===== config.mk =====
export PLATFORM = sky130hd
export DESIGN_NAME = bin16_to_bcd
export DESIGN_NICKNAME = d
export VERILOG_FILES = /design/src/rtl/bin16_to_bcd.sv
export SDC_FILE = /design/constraint.sdc
export NUM_CORES = 1
export LEC_CHECK = 0
export ABC_AREA = 1
export BUFFER_PORTS_ARGS = -buffer_cell sky130_fd_sc_hd__buf_2
export CELL_PAD_IN_SITES_DETAIL_PLACEMENT = 0
export CELL_PAD_IN_SITES_GLOBAL_PLACEMENT = 1
export CORE_ASPECT_RATIO = 0.75
export CORE_MARGIN = 2
export CORE_UTILIZATION = 40
export CTS_CLUSTER_DIAMETER = 150
export DETAILED_ROUTE_END_ITERATION = 6
export PLACE_DENSITY = 0.84
export SLEW_MARGIN = 10
export SYNTH_ARGS = -nofsm -noshare
export SYNTH_HDL_FRONTEND = slang
export SYNTH_SLANG_ARGS = --single-unit
export TNS_END_PERCENT = 1

===== constraint.sdc =====
create_clock -name clk_i -period 2.15 [get_ports clk_i]
set_input_delay 0.3225 -clock clk_i [delete_from_list [all_inputs] [get_ports clk_i]]
set_output_delay 0.3225 -clock clk_i [all_outputs]
set_load 0.005 [all_outputs]

===== src/rtl/bin16_to_bcd.sv =====
// Iterative 16-bit binary to 5-digit BCD converter (double dabble), one bit per clock.
// A conversion occupies 16 SHIFT cycles plus one DONE cycle; Bcd only changes entering DONE.
module bin16_to_bcd (
  input  logic        clk_i,
  input  logic        rst_i,
  input  logic        start_i,
  input  logic [15:0] bin_i,
  output logic [19:0] bcd_o,
  output logic        busy_o,
  output logic        done_o
);

  typedef enum logic [1:0] {
    IDLE  = 2'd0,
    SHIFT = 2'd1,
    DONE  = 2'd2
  } state_t;

  state_t      state_q, state_d;
  logic [15:0] shift_q, shift_d;
  logic [19:0] acc_q, acc_d;
  logic [4:0]  cnt_q, cnt_d;
  logic [19:0] bcd_q, bcd_d;
  logic [19:0] acc_adj;
  logic [35:0] shifted;

  // Each digit at 5 or more is corrected before the shift so it carries as decimal.
  generate
    for (genvar gi = 0; gi < 5; gi++) begin : g_add3
      assign acc_adj[gi*4 +: 4] = (acc_q[gi*4 +: 4] >= 4'd5) ? (acc_q[gi*4 +: 4] + 4'd3)
                                                              : acc_q[gi*4 +: 4];
    end
  endgenerate

  assign shifted = {acc_adj[18:0], shift_q, 1'b0};

  always_comb begin
    state_d = state_q;
    shift_d = shift_q;
    acc_d   = acc_q;
    cnt_d   = cnt_q;
    bcd_d   = bcd_q;
    case (state_q)
      IDLE: begin
        if (start_i) begin
          shift_d = bin_i;
          acc_d   = 20'h00000;
          cnt_d   = 5'd0;
          state_d = SHIFT;
        end
      end
      SHIFT: begin
        acc_d   = shifted[35:16];
        shift_d = shifted[15:0];
        cnt_d   = cnt_q + 5'd1;
        if (cnt_q == 5'd15) begin
          bcd_d   = shifted[35:16];
          state_d = DONE;
        end
      end
      DONE: begin
        state_d = IDLE;
      end
      default: begin
        state_d = IDLE;
      end
    endcase
  end

  always_ff @(posedge clk_i) begin
    if (rst_i) begin
      state_q <= IDLE;
      shift_q <= 16'h0000;
      acc_q   <= 20'h00000;
      cnt_q   <= 5'd0;
      bcd_q   <= 20'h00000;
    end else begin
      state_q <= state_d;
      shift_q <= shift_d;
      acc_q   <= acc_d;
      cnt_q   <= cnt_d;
      bcd_q   <= bcd_d;
    end
  end

  assign bcd_o  = bcd_q;
  assign busy_o = (state_q == SHIFT);
  assign done_o = (state_q == DONE);

endmodule


==> results of run 1 <==
==> cells in the mapped netlist <==
library cell	count	area, um^2
o21ai_0	24	120.1
buf_2	10	50.05
nand3_1	26	130.1
nand2_1	137	514.2
buf_6	3	33.78
nor2_4	2	22.52
ha_1	12	150.1
and2_1	1	6.260
nor2_1	26	97.59
inv_2	3	11.26
inv_1	45	168.9
buf_4	1	7.510
nor3_1	1	5.000
dfxtp_1	63	1261
buf_8	1	15.01
a21o_1	5	37.54
a31oi_1	11	68.82
a21oi_1	28	140.1
a22oi_1	1	7.510
nand2_2	4	25.02
nand4_1	10	62.56
clkbuf_1	4	15.01
o21bai_1	3	22.52
nand3_2	3	30.03
a21oi_2	3	26.28
o22ai_1	1	6.260
==> registers in the layout, indices dropped and copies added, names as in the netlist <==
register and cells:
state_q 2, bcd_o 20, shift_q 16, acc_q 20, cnt_q 5
==> power by group <==
group	leakage, uW	internal, uW	switching (uW)
combinational	0.000968	46.8	87.0
clock	0.0000936	567	435
sequential	0.000510	1190	14.2
==> worst max-delay path by stage <==
stage | to | slack [ps] | depth (start not counted)
after floorplan | bcd_o[13]$_SDFFE_PP0P_ | 610 | 10
after global placement | bcd_o[14]$_SDFFE_PP0P_ | 400 | 10
after detailed placement | bcd_o[14]$_SDFFE_PP0P_ | 330 | 10
after CTS | bcd_o[14]$_SDFFE_PP0P_ | 320 | 10
after global routing | bcd_o[14]$_SDFFE_PP0P_ | 180 | 10
final | bcd_o[14]$_SDFFE_PP0P_ | 330 | 10
==> worst max-delay path: stages (launching register included) <==
cell	delay, ps
dfxtp_1	370
ha_1	170
inv_1	50
nor3_1	140
ha_1	190
nand2_2	80
nor2_4	100
buf_4	310
o21ai_0	130
a21o_1	180
inv_1	50
==> layer usage <==
layer | track usage, % | vias to the layer above | part of all wire [%] | wire [um]
met3 | 5.469 | 4 | 5.1 | 343
met1 | 25.10 | 1208 | 53 | 3543
met4 | 4.800 | 0 | 0.79 | 53
met2 | 25.10 | 55 | 41 | 2793
li1 | - | 1447 | - | -
met5 | 0 | - | 0 | 0
==> area by class of cell <==
class	count	area, um^2
Multi-Input combinational cell	298	1473
Timing Repair Buffer	44	255.2
Inverter	48	180.2
Tap cell	101	126.4
Sequential cell	63	1261
Clock buffer	13	148.9
Fill cell	790	3877
Clock inverter	3	42.54
==> metrics by stage <==
step | std cells | utilization (%) | hold slack (ps) | cell area [um^2]
after floorplan | 428 | - | 439.0 | 3035
after global placement | 554 | 44.75 | 450.6 | 3296
after detailed placement | 554 | 44.75 | 458.4 | 3296
after CTS | 570 | 47.35 | 215.8 | 3487
after global routing | 570 | 47.35 | 241.4 | 3487
final | 570 | 47.35 | 236.1 | 3487
==> logic make-up after synthesis <==
group / count (synthesis) / share of synthesized area, %
adders and majority gates: 12 / 4.946
AOI/OAI and AO/OA: 76 / 14.14
and+or+nand+nor: 210 / 29.43
buffers and inverters: 67 / 9.934
DFF: 63 / 41.55
==> flow_metrics.env, run 1 <==
export IMPL_outcome="finished clean"
export IMPL_yosys_warnings=0
export IMPL_ios=41
export IMPL_synth_seq_cells=63
export IMPL_path_clk_slew_ps=70
export IMPL_vias=2714
export IMPL_crit_start="cnt_q[0]$_SDFFE_PP0P_"
export IMPL_cts_htree_levels=3
export IMPL_startpoint_type="register"
export IMPL_port_buffers=40
export IMPL_cts_sinks=63
export IMPL_ff2ff_setup_slack_ps=330
export IMPL_firstDrtPassIters=4
export IMPL_vdd_ir_drop_worst_mv=0.2659
export IMPL_final_common_cell="nand2_1"
export IMPL_gp_congestion=0.7895
export IMPL_rr_worst_depth=10
export IMPL_wl_um=6733
export IMPL_total_power_uw=2339
export IMPL_grt_overflow=0
export IMPL_rows=27
export IMPL_grt_pass1_wl_um=11630
export IMPL_wire_per_inst_um=11.81
export IMPL_worst_setup_path_end_kind="register"
export IMPL_ys_seq_area_share_pct=41.55
export IMPL_setup_violations=0
export IMPL_syn_area_um2=3035
export IMPL_hp_class="input port to register"
export IMPL_ant_nets=0
export IMPL_drive_above_1_share_pct=15.35
export IMPL_cts_hold_buf=0
export IMPL_slew_headroom_pct=63.93
export IMPL_rsz0062_at_grt="false"
export IMPL_areaGrowthSynthToFinish_pct=14.88
export IMPL_r2r_end="bcd_o[14]$_SDFFE_PP0P_"
export IMPL_most_common_layout_cells="nand2_1, dfxtp_1, inv_1"
export IMPL_dp_slack_ps=331.0
export IMPL_grt_max_degree=32
export IMPL_syn_num_nets=459
export IMPL_start_util_pct=41.22
export IMPL_fp_dieH_um=79.44
export IMPL_fin_skew_ps=8.465
export IMPL_core_area_um2=7365
export IMPL_cts_tree="done"
export IMPL_crit_required_ps=2440
export IMPL_hold_path_end="shift_q[0]$_SDFFE_PP0P_"
export IMPL_hold_viol=0
export IMPL_clk_latency_ps=340
export IMPL_cts_setup_buffers=0
export IMPL_antenna_cells=0
export IMPL_finalCritPeriodShare_pct=84.49
export IMPL_drt_iter0_drc=114
export IMPL_cts_max_path_buffers=2
export IMPL_slew_violations=0
export IMPL_period_needed_ps=1817
export IMPL_cts_root_buffer="clkbuf_8"
export IMPL_fmax_mhz=550.5
export IMPL_grt_pass1_vias=2476
export IMPL_power_density_nw_per_um2=670.9
export IMPL_postSynthCellCount=428
export IMPL_postLayoutSetupSlackWorst_ps=333.5
export IMPL_critPathKind="register to register"
export IMPL_ys_types=26
export IMPL_antenna_found_initial=0
export IMPL_arrival_ps=2100
export IMPL_p_leak_uw=0.001572
export IMPL_max_cap_viol_count=0
export IMPL_tightest_slew_ps=540.4
export IMPL_min_delay_path_depth=3
export IMPL_cts_resized=0
export IMPL_regToRegStartpoint="cnt_q[0]$_SDFFE_PP0P_"
export IMPL_crit_fanout=29
export IMPL_drc_errors=0
export IMPL_avgSynthCellArea_um2=7.092
export IMPL_via_per_inst=4.761
export IMPL_nets=495
export IMPL_tns_ps=0
export IMPL_cts_inserted_buffers=9
export IMPL_die_area_um2=8309
export IMPL_grt_usage_pct=17.46
export IMPL_die_w_um=104.6
export IMPL_hold_start="bin_i[0]"
export IMPL_dp_hpwl_um=4629
(Power assumes the default switching activity.)
==> run 2: changes to the inputs <==
- CORE_UTILIZATION: 40 -> 37
- PLACE_DENSITY: 0.84 -> 0.82
- clock period: 2.15 -> 1.5 ns (I/O delays scaled with it)
==> flow_metrics.env, run 2 (synthesis gave the netlist of run 1 again) <==
export IMPL_cts_tree="done"
export IMPL_start_util_pct=38.34
export IMPL_max_cap_viol_count=0
export IMPL_fmax_mhz=605.1
export IMPL_hold_viol=0
export IMPL_rsz0062_at_grt="true"
export IMPL_cts_inserted_buffers=9
export IMPL_multi_input_area_um2=1528
export IMPL_grt_usage_pct=16.33
export IMPL_core_area_um2=7918
export IMPL_crit_required_ps=1740
export IMPL_period_needed_ps=1653
export IMPL_setup_violations=21
export IMPL_finalCritPeriodShare_pct=110.2
export IMPL_wl_met1_um=3661
export IMPL_antenna_cells=0
export IMPL_clk_latency_ps=340
export IMPL_arrival_ps=1890
export IMPL_gp_congestion=0.8360
export IMPL_placed_cell_area_um2=3411
export IMPL_tightest_slew_ps=570.2
export IMPL_regArea_um2=1265
export IMPL_total_power_uw=3269
export IMPL_violations="setup timing"
export IMPL_wire_per_inst_um=12.34
export IMPL_firstDrtPassIters=4
export IMPL_power_density_nw_per_um2=873.5
export IMPL_fin_skew_ps=5.720
export IMPL_crit_fanout=6
export IMPL_drt_iter0_drc=110
export IMPL_grt_max_degree=48
export IMPL_areaGrowthSynthToFinish_pct=23.29
export IMPL_path_clk_slew_ps=70
export IMPL_p_leak_uw=0.001707
export IMPL_via_per_inst=4.830
export IMPL_grt_pass1_vias=2439
export IMPL_dp_hpwl_um=4615
export IMPL_grt_overflow=0
export IMPL_min_delay_path_depth=3
export IMPL_port_buffers=40
export IMPL_wl_um=7332
export IMPL_critPathKind="register to register"
export IMPL_cts_root_buffer="clkbuf_8"
export IMPL_vdd_ir_drop_worst_mv=0.3316
export IMPL_wl_met3_um=376
export IMPL_vias=2869
export IMPL_drc_errors=0
export IMPL_nets=515
export IMPL_tns_ps=-2476
export IMPL_worst_setup_path_end_kind="register"
export IMPL_cts_hold_buf=0
export IMPL_rr_worst_depth=10
export IMPL_slew_violations=0
export IMPL_max_stage_delay_ps=350
export IMPL_most_common_layout_cells="nand2_1, dfxtp_1, inv_1"
export IMPL_cts_sinks=63
export IMPL_startpoint_type="register"
export IMPL_slew_headroom_pct=61.94
export IMPL_fill_cells=843
export IMPL_cts_htree_levels=3
export IMPL_grt_pass1_wl_um=11320
export IMPL_fp_dieH_um=82.44
export IMPL_worstPathCellList="ha_4 -> inv_2 -> nor3_2 -> ha_2 -> nand2_2 -> nor2_4 -> buf_4 -> clkinvlp_4 -> a21oi_1 -> nor2_1"
export IMPL_hp_class="input port to register"
export IMPL_critPathSlowestCell="dfxtp_2"
export IMPL_die_area_um2=8952
export IMPL_ant_nets=0
export IMPL_drive_above_1_share_pct=22.70
export IMPL_cts_max_path_buffers=2
export IMPL_outcome="complete, but fails checks"
export IMPL_final_common_cell="nand2_1"
export IMPL_postLayoutSetupSlackWorst_ps=-152.6
export IMPL_ios=41
export IMPL_rows=28
export IMPL_dp_slack_ps=-205.1
export IMPL_fin_area_um2=3742
export IMPL_top_layer="met4"
export IMPL_die_w_um=108.6
export IMPL_route_met2_wl_um=3205
export IMPL_antenna_found_initial=0
-- run 2: power by group --
part / internal (uW) / leakage [uW] / switching [uW]
combinational: 87.1 / 0.00110 / 135
sequential: 1710 / 0.000512 / 20.7
clock: 678 / 0.0000959 / 642
total: 2470 / 0.00171 / 798
-- run 2: repair_timing --
item                                    in CTS  in global routing
endpoints found under the setup margin      22                 28
setup buffers                                0                  5
gates cloned                                 0                  3
pin swaps                                    0                  4
gates resized for setup                      4                 24
-- run 2: path summary, 6_finish.rpt --
kind	start	to	slack [ps]
worst max-delay path	cnt_q[0]$_SDFFE_PP0P_	bcd_o[3]$_SDFFE_PP0P_	-150
worst min-delay path	bin_i[0]	shift_q[0]$_SDFFE_PP0P_	130
worst max register to register	cnt_q[0]$_SDFFE_PP0P_	bcd_o[3]$_SDFFE_PP0P_	-150
worst min register to register	acc_q[17]$_SDFFE_PP0P_	acc_q[17]$_SDFFE_PP0P_	470
-- run 2: layout make-up --
| cell class | instances | area share [%] |
|---|---|---|
| clock buffer | 12 | 4.146 |
| inverter | 48 | 4.982 |
| clock inverter | 4 | 0.5349 |
| tap | 105 | 3.511 |
| timing repair inverter | 1 | 0.2006 |
| multi-input combinational | 298 | 40.82 |
| timing repair buffer | 63 | 12.00 |
| sequential | 63 | 33.80 |
-- run 2: per-stage QoR --
| step | instances | hold slack (ps) | utilization [%] |
|---|---|---|---|
| finish | 594 | 131.7 | 47.27 |
| global route | 594 | 128.4 | 47.27 |
| CTS | 586 | 118.3 | 45.35 |
| detailed placement | 570 | 456.9 | 43.08 |
| global placement | 570 | 452.3 | 43.08 |
| floorplan | 428 | 373.3 | - |
-- run 2: critical path, delay by kind of cell, from the launching register on --
kind | cells | cell delay, ps
and+or+nand+nor | 4 | 340
adders and majority gates | 2 | 330
AOI/OAI and AO/OA | 1 | 170
DFF | 1 | 350
buffers and inverters | 3 | 350
-- run 2: layer usage --
layer / global-route usage (%) / vias up
met3: 4.945 / 8
li1: - / 1496
met4: 5.641 / 0
met2: 24.25 / 60
met1: 22.53 / 1305
met5: 0 / -
==> run 3: changes to the inputs <==
- ABC_AREA: 1 -> not set
- CORE_UTILIZATION: 37 -> 39
==> flow_metrics.env, run 3 <==
export IMPL_outcome="finished clean"
export IMPL_met1_usage_pct=23.08
export IMPL_ant_nets=0
export IMPL_slew_headroom_pct=62.11
export IMPL_drive_above_1_share_pct=29.91
export IMPL_hold_viol=0
export IMPL_crit_required_ps=1770
export IMPL_grt_pass1_vias=2525
export IMPL_firstDrtPassIters=4
export IMPL_hp_class="input port to register"
export IMPL_multi_input_area_um2=1712
export IMPL_ios=41
export IMPL_postLayoutSetupSlackWorst_ps=0.8312
export IMPL_finalNonFillerCells=533
export IMPL_ys_types=44
export IMPL_port_buffers=40
export IMPL_async_reset_ff_share_pct=0
export IMPL_post_route_util_pct=50.38
export IMPL_arrival_ps=1770
export IMPL_tns_ps=0
export IMPL_avgSynthCellArea_um2=8.617
export IMPL_finalCritPeriodShare_pct=99.94
export IMPL_swShare_pct=22.96
export IMPL_max_cap_viol_count=0
export IMPL_antenna_found_initial=0
export IMPL_power_density_nw_per_um2=922.4
export IMPL_core_area_um2=7848
export IMPL_antenna_cells=0
export IMPL_setup_violations=0
export IMPL_wl_um=7499
export IMPL_grt_overflow=0
export IMPL_grt_max_degree=33
export IMPL_clk_latency_ps=340
export IMPL_cts_hold_buf=0
export IMPL_synth_seq_cells=63
export IMPL_power_internal_uw=2810
export IMPL_grt_pass1_wl_um=12120
export IMPL_syn_num_nets=394
export IMPL_start_util_pct=39.86
export IMPL_drc_errors=0
export IMPL_grt_usage_pct=17.79
export IMPL_yosys_warnings=0
export IMPL_cts_sinks=63
export IMPL_clock_power_share_pct=44.1
export IMPL_cts_tree="done"
export IMPL_areaGrowthSynthToFinish_pct=26.40
export IMPL_drt_iter0_drc=121
export IMPL_die_w_um=107.4
export IMPL_most_common_layout_cells="dfxtp_1, nor2_1, buf_2"
export IMPL_cts_htree_levels=3
export IMPL_critPathKind="register to register"
export IMPL_regArea_um2=1272
export IMPL_crit_fanout=5
export IMPL_yosysTopAreaCell="dfxtp_1"
export IMPL_dp_cells=514
export IMPL_synth_edff_count=0
export IMPL_path_clk_slew_ps=70
export IMPL_synth_top_flop_cell="dfxtp_1"
export IMPL_p_comb_share_pct=7.9
export IMPL_yosys_top_cells_count="dfxtp_1, nor2_1, a21oi_1, inv_1, o21ai_0"
export IMPL_fp_dieH_um=81.56
export IMPL_fin_skew_ps=8.196
export IMPL_rsz0062_at_grt="true"
export IMPL_p_leak_uw=0.001692
export IMPL_fill_cells=771
export IMPL_vias=2742
export IMPL_cts_inserted_buffers=9
export IMPL_via_per_inst=5.144
export IMPL_tightest_slew_ps=568.4
export IMPL_wire_per_inst_um=14.07
export IMPL_period_needed_ps=1499
export IMPL_grt_use_met2_pct=28.67
export IMPL_final_common_cell="dfxtp_1"
export IMPL_synth_most_common_cell="dfxtp_1"
export IMPL_yosysTopAreaCellShare_pct=40.32
export IMPL_netlist_top_cells_area="dfxtp_1, nor2_1, a21oi_1"
export IMPL_postSynthCellCount=363
export IMPL_dp_hpwl_um=5039
export IMPL_startpoint_type="register"
export IMPL_power_switching_uw=837.4
export IMPL_ys_seq_area_share_pct=40.32
export IMPL_total_power_uw=3647
export IMPL_cts_max_path_buffers=2
export IMPL_worst_setup_path_end_kind="register"
export IMPL_syn_area_um2=3128
export IMPL_rows=28
export IMPL_gp_congestion=0.8220
export IMPL_slew_violations=0
export IMPL_cts_root_buffer="clkbuf_8"
export IMPL_power_frac_seq_pct=48.0
export IMPL_fmax_mhz=667.0
export IMPL_dp_slack_ps=-34.87
export IMPL_vdd_ir_drop_worst_mv=0.4207
export IMPL_met3_usage_pct=5.556
export IMPL_busiest_layer="met2"
export IMPL_die_area_um2=8760
export IMPL_nets=455
run 3: changes by cell type after synthesis, sizes merged, moves of 10 or more:
cell	change
a211oi	+10
a31oi	-11
inv	-25
nand2	-130
nand3	-22
nand4	-10
nor2	+27
nor3b	+16
run 3: path summary, 6_finish.rpt:
| check | start | end | slack [ps] | cells past startpoint |
|---|---|---|---|---|
| worst max-delay path | cnt_q[0]$_SDFFE_PP0P_ | bcd_o[18]$_SDFFE_PP0P_ | 0.8 | 7 |
| worst min-delay path | bin_i[11] | shift_q[11]$_SDFFE_PP0P_ | 200 | 3 |
| worst max register to register | cnt_q[0]$_SDFFE_PP0P_ | bcd_o[18]$_SDFFE_PP0P_ | 0.8 | 7 |
| worst min register to register | bcd_o[18]$_SDFFE_PP0P_ | bcd_o[18]$_SDFFE_PP0P_ | 460 | 2 |
run 3: critical path, stage by stage (launching register included):
cell       delay [ps]
dfxtp_2           350
ha_4              140
and3_4            190
ha_4              140
and2_4            220
clkbuf_16         170
o211ai_1           90
a21oi_1           140
run 3: timing repair:
item                       CTS  global route
setup buffers                0             1
gates resized for setup      5            11
pin swaps                    0             9
cloned                       0             3
setup endpoints to repair   11            27
run 3: routing by layer:
layer,vias up,routed length (um)
met5,-,0
met4,0,106
met3,8,272
met2,40,3345
met1,1303,3774
li1,1391,-
run 3: power by group through the flow:
stage                     registers [uW]  clock network, uW  logic (uW)
final                               1750               1610         288
after detailed placement            1790                  0         283
after global placement              1790                  0         281
after floorplan                     1780                  0         189
after CTS                           1750               1650         287
after global routing                1750               1740         326
run 3: final cells by class:
| class | count | share of cell area [%] |
|---|---|---|
| clock buffer | 12 | 3.671 |
| clock inverter | 3 | 1.709 |
| inverter | 23 | 2.373 |
| multi-input combinational | 254 | 43.29 |
| sequential | 63 | 32.18 |
| tap | 105 | 3.323 |
| timing repair buffer | 73 | 13.45 |
run 3: logic make-up (layout without fill, tap and decap cells):
kind of cell               Yosys count  count (layout)  synth area share (%)
adders and majority gates           12              12                 4.800
buffers and inverters               46             111                 7.320
AOI/OAI and AO/OA                  111             111                 24.24
and+or+nand+nor                    121             121                 20.28
muxes                                5               5                 1.640
DFF                                 63              63                 40.32
xor gates and xnor gates             5               5                 1.400
run 3: stage by stage:
| stage | hold slack [ps] | cell area, um^2 |
|---|---|---|
| floorplan | 433.3 | 3177 |
| global placement | 446.2 | 3625 |
| detailed placement | 458.4 | 3625 |
| CTS | 185.8 | 3855 |
| global route | 186.8 | 3954 |
| finish | 198.7 | 3954 |
